**config.mk**
```make
export PLATFORM = sky130hd
export DESIGN_NAME = pulse_train_gen
export DESIGN_NICKNAME = d
export VERILOG_FILES = /design/src/rtl/pulse_train_gen.sv
export SDC_FILE = /design/constraint.sdc
export NUM_CORES = 1
export LEC_CHECK = 0
export BUFFER_PORTS_ARGS = -buffer_cell sky130_fd_sc_hd__clkbuf_2
export CAP_MARGIN = 20
export CORE_UTILIZATION = 25
export DETAILED_ROUTE_END_ITERATION = 8
export HOLD_SLACK_MARGIN = 0.08
export MAX_ROUTING_LAYER = met4
export PLACE_DENSITY = 0.39
export SYNTH_ARGS = -nofsm -noshare
export SYNTH_HDL_FRONTEND = slang
export SYNTH_SLANG_ARGS = --single-unit
```
**constraint.sdc**
```tcl
create_clock -name clk -period 3 [get_ports clk]
set_input_delay 0.3 -clock clk [delete_from_list [all_inputs] [get_ports clk]]
set_output_delay 0.3 -clock clk [all_outputs]
set_load 0.01 [all_outputs]
```
**src/rtl/pulse_train_gen.sv**
```systemverilog
// pulse_train_gen: emits a train of single-cycle event pulses for the event
// counter. A start request latches a pulse count and an inter-pulse gap. The
// block then produces that many pulses separated by `gap` low cycles, and ends
// with a one-cycle done strobe. busy, done and pulse are decoded from the next
// state and registered, so they are glitch-free Moore outputs.
module pulse_train_gen #(
  parameter int WIDTH = 6,
  parameter int GAP_W = 4
) (
  input  logic             clk,
  input  logic             rst,
  input  logic             start,
  input  logic             abort,
  input  logic [WIDTH-1:0] count_in,
  input  logic [GAP_W-1:0] gap,
  output logic             pulse,
  output logic             busy,
  output logic             done,
  output logic [WIDTH-1:0] remaining
);

  typedef enum logic [1:0] {
    IDLE  = 2'd0,
    PULSE = 2'd1,
    GAP   = 2'd2,
    DONE  = 2'd3
  } state_t;

  localparam logic [WIDTH-1:0] CNT_ZERO = '0;
  localparam logic [WIDTH-1:0] CNT_ONE  = WIDTH'(1);
  localparam logic [GAP_W-1:0] GAP_ZERO = '0;
  localparam logic [GAP_W-1:0] GAP_ONE  = GAP_W'(1);

  state_t           state;
  state_t           state_next;
  logic [GAP_W-1:0] gap_lat;   // gap length captured when the train was accepted
  logic [GAP_W-1:0] gap_cnt;   // low cycles still to spend in the current gap
  logic             accept;    // start request taken this cycle

  // A start counts only in IDLE; abort overrides a simultaneous start.
  assign accept = (state == IDLE) && start && !abort;

  // Next-state selection; abort cancels a running train without a done strobe.
  always_comb begin
    state_next = state;
    case (state)
      IDLE: begin
        if (accept) begin
          state_next = (count_in == CNT_ZERO) ? DONE : PULSE;
        end
      end
      PULSE: begin
        if (abort) begin
          state_next = IDLE;
        end else if (remaining <= CNT_ONE) begin
          state_next = DONE;
        end else if (gap_lat == GAP_ZERO) begin
          state_next = PULSE;
        end else begin
          state_next = GAP;
        end
      end
      GAP: begin
        if (abort) begin
          state_next = IDLE;
        end else if (gap_cnt <= GAP_ONE) begin
          state_next = PULSE;
        end
      end
      DONE:    state_next = IDLE;
      default: state_next = IDLE;
    endcase
  end

  // FSM state, registered Moore outputs and the count/gap datapath.
  always_ff @(posedge clk or negedge rst) begin
    if (!rst) begin
      state     <= IDLE;
      pulse     <= 1'b0;
      busy      <= 1'b0;
      done      <= 1'b0;
      remaining <= CNT_ZERO;
      gap_lat   <= GAP_ZERO;
      gap_cnt   <= GAP_ZERO;
    end else begin
      state <= state_next;
      pulse <= (state_next == PULSE);
      busy  <= (state_next == PULSE) || (state_next == GAP);
      done  <= (state_next == DONE);

      case (state)
        IDLE: begin
          // A zero-length train goes straight to DONE and latches nothing.
          if (accept && (count_in != CNT_ZERO)) begin
            remaining <= count_in;
            gap_lat   <= gap;
          end
        end
        PULSE: begin
          if (abort) begin
            remaining <= CNT_ZERO;
          end else if (remaining != CNT_ZERO) begin
            remaining <= remaining - CNT_ONE;
          end
          // Preload the gap counter so GAP lasts exactly gap_lat cycles.
          gap_cnt <= gap_lat;
        end
        GAP: begin
          if (abort) begin
            remaining <= CNT_ZERO;
          end
          if (gap_cnt != GAP_ZERO) begin
            gap_cnt <= gap_cnt - GAP_ONE;
          end
        end
        default: begin
          remaining <= CNT_ZERO;
        end
      endcase
    end
  end

endmodule

```
==> out/results.txt <==
Status - completed
Initial core utilization - 26.3%
Power Total - 1.23 mW
Die extent in x - 69.9 µm
Initial antenna violation count - 0
Crit. End Element - flop
# IOs - 23
Core area - 4380 µm²
Post-Synth Simple-Gate Area - 16.0%
Slowest CP cell - nor4_1
GRT busiest layer - met2
DRT iter0 DRCs - 44
Setup violators final - 0
Tmin final - 2130 ps
Routability Congestion - 0.814
CTS tree - built
DRC - 0
Setup slack at placement - 884 ps
Layout cell share with drive strength beyond 1 - 24.3%
Hold Crit Class - input port to flop
Rows - 24
Slack of the critical path - 868 ps
Main combinational cell family by area after synthesis - compound AO/OA/AOI/OAI gates
Final period util - 71.1%
MaxCap Viol Count - 0
Post-Route WL - 2650 µm
P&R area growth vs syn - 17.4%
Crit start category - flop
CP max FO - 5
Vias - 959
Critical path data required time - 3200 ps
Final non-filler cell total - 192
Final Net Count - 163
Critical Path AT - 2330 ps
Root buf cell - clkbuf_8
WP buf/inv - 1
Cell count after synthesis - 118
Total GRT Usage - 12.2%
CTS Buf Count - 3
Cell family with most CP delay - simple AND/OR/NAND/NOR gates
Commonest non-fill, non-tap cells in the layout - 22 x clkbuf_2, 19 x dfrtp_1, 16 x a21oi_1, 10 x nor2_1, 8 x ha_1
Port Buffers - 22
RSZ-0062 raised after global routing - false
Clock Pin Slew Worst Setup and Hold Paths - 80 ps
GR Util met3 - 1.88%
First-pass GRT wire length - 4610 µm
Leak - 0.619 nW
Post-synthesis mux area share - 6.62%
Dpl cells - 187
WL per Instance - 13.8 µm
Synth Area in Compound Gates - 21.4%
Slew Viols, Final - 0
Pwr dens - 909 nW/µm²
Synth Area in Adders - 8.69%
Critical path cell sequence - nor4_1, nand2_1, a311o_1, a21oi_1, ha_1, inv_1
Worst skew pair latency - 260 ps
Post-route ant nets - 0
Sink Count - 19
Largest net degree at the start of global routing - 21
Synthesized flop and latch total - 19
Final HPWL DP - 2020 µm
Synthesized area - 1150 µm²
GR Overflow Total - 0
Measured slew at the worst slew-check pin - 680 ps
Post-CTS resize count - 0
H-tree depth reported by CTS - 1
TNS Setup - 0 ps
Largest stage delay, worst path - 640 ps
Clock skew - 4.44 ps
Chip Height - 69.9 µm
Most common cell after layout, fill and taps aside - clkbuf_2
TritonRoute pass-1 iters - 4
Number of global-route vias before repair - 967
Slew margin rel. - 54.2%
Post-Syn Nets - 140
Fill count - 461
Final hold vios - 0
Grt met2 use - 18.8%
CTS Buffer Depth - 2
Ant. Diodes - 0
WS Path Type - flop to flop
Synth Area in XOR/XNOR - 0.760%
Max Freq - 469 MHz
Ys Warns - 0
Die area - 4880 µm²
Syn_area_per_cell - 9.77 µm²
GR Layer Usage met1 - 16.7%
Register area share after synthesis - 41.3%
Peak VDD IR - 0.000322 V
Post-synth cell types - 35
Vias/cell - 4.99
[logic make-up after synthesis]
group,after synthesis
compound gates,39
xor+xnor,1
fa+ha+maj,8
buf+inv,12
flops,19
mux,7
simple gates,32
[through the flow]
stage,instance area [µm²],utilization (%),hold slack (ps)
6_report,1350,30.9,269
5_1_grt,1350,30.9,271
4_1_cts,1350,30.9,263
3_5_place_dp,1300,29.6,294
3_3_place_gp,1300,29.6,286
2_1_floorplan,1150,-,4.41
[area by class of cell]
cell class / instances / area (µm²) / area share, %
Multi-Input combinational cell: 87 / 616 / 45.5
Sequential cell: 19 / 475 / 35.2
Timing Repair Buffer: 24 / 128 / 9.44
Tap cell: 52 / 65.1 / 4.81
Clock buffer: 3 / 41.3 / 3.05
Inverter: 6 / 22.5 / 1.67
Clock inverter: 1 / 5.00 / 0.370
[path summary, 6_finish.rpt]
kind                       slack (ps)    endpoint          from  cells past startpoint
min in group asynchronous         530  gap_cnt[0]           rst                      2
max in group asynchronous        2140        busy           rst                      2
min                               270  gap_lat[1]        gap[1]                      2
max reg2reg                       870        busy  remaining[3]                      6
max                               870        busy  remaining[3]                      6
min reg2reg                       550  gap_lat[1]    gap_lat[1]                      1
[synthesized netlist by cell type]
library cell	instances	area [µm²]
ha_1	8	100
and3_1	1	6.26
nor3_1	3	15.0
dfrtp_1	19	475
o21a_1	1	7.51
buf_2	1	5.00
a21oi_1	16	80.1
o21ai_1	4	20.0
xnor2_1	1	8.76
nand2b_1	1	6.26
o31ai_1	2	15.0
or2_2	1	6.26
a32oi_1	4	35.0
mux2i_1	2	20.0
a211o_1	1	8.76
clkbuf_1	3	11.3
or3b_2	1	8.76
o21ai_0	3	15.0
nor2_1	10	37.5
inv_1	6	22.5
nand2_1	2	7.51
and4b_1	1	10.0
or2_1	1	6.26
nor3b_1	1	7.51
a311o_1	1	10.0
nor2b_1	3	18.8
buf_6	2	22.5
nand4b_1	1	8.76
a32o_1	1	10.0
or3b_1	2	17.5
a22oi_1	1	7.51
a211oi_1	5	37.5
nor4_1	2	12.5
mux2_2	5	56.3
or4_1	2	15.0
[where the power goes]
part / leakage (nW) / switching [mW] / internal (mW) / total (mW)
logic: 0.358 / 0.310 / 0.251 / 0.561
registers: 0.235 / 0.122 / 0.364 / 0.485
clock network: 0.0255 / 0.0912 / 0.0924 / 0.184
[state kept, by name, summed over array words and instances, names as in the netlist]
signal	flops
gap_cnt	4
gap_lat	4
remaining	6
busy	1
pulse	1
state	2
done	1
[repair_timing]
item	in CTS	in global routing
endpoints found under the hold margin	19	0
hold buffers	1	0
buffers inserted	0	0
[routing by layer]
layer	share of wire, %	vias up
li1	-	481
met1	48	458
met2	48	18
met3	2.8	2
met4	0.45	0
met5	0	-
No activity file was read; power rests on OpenSTA's default activity.
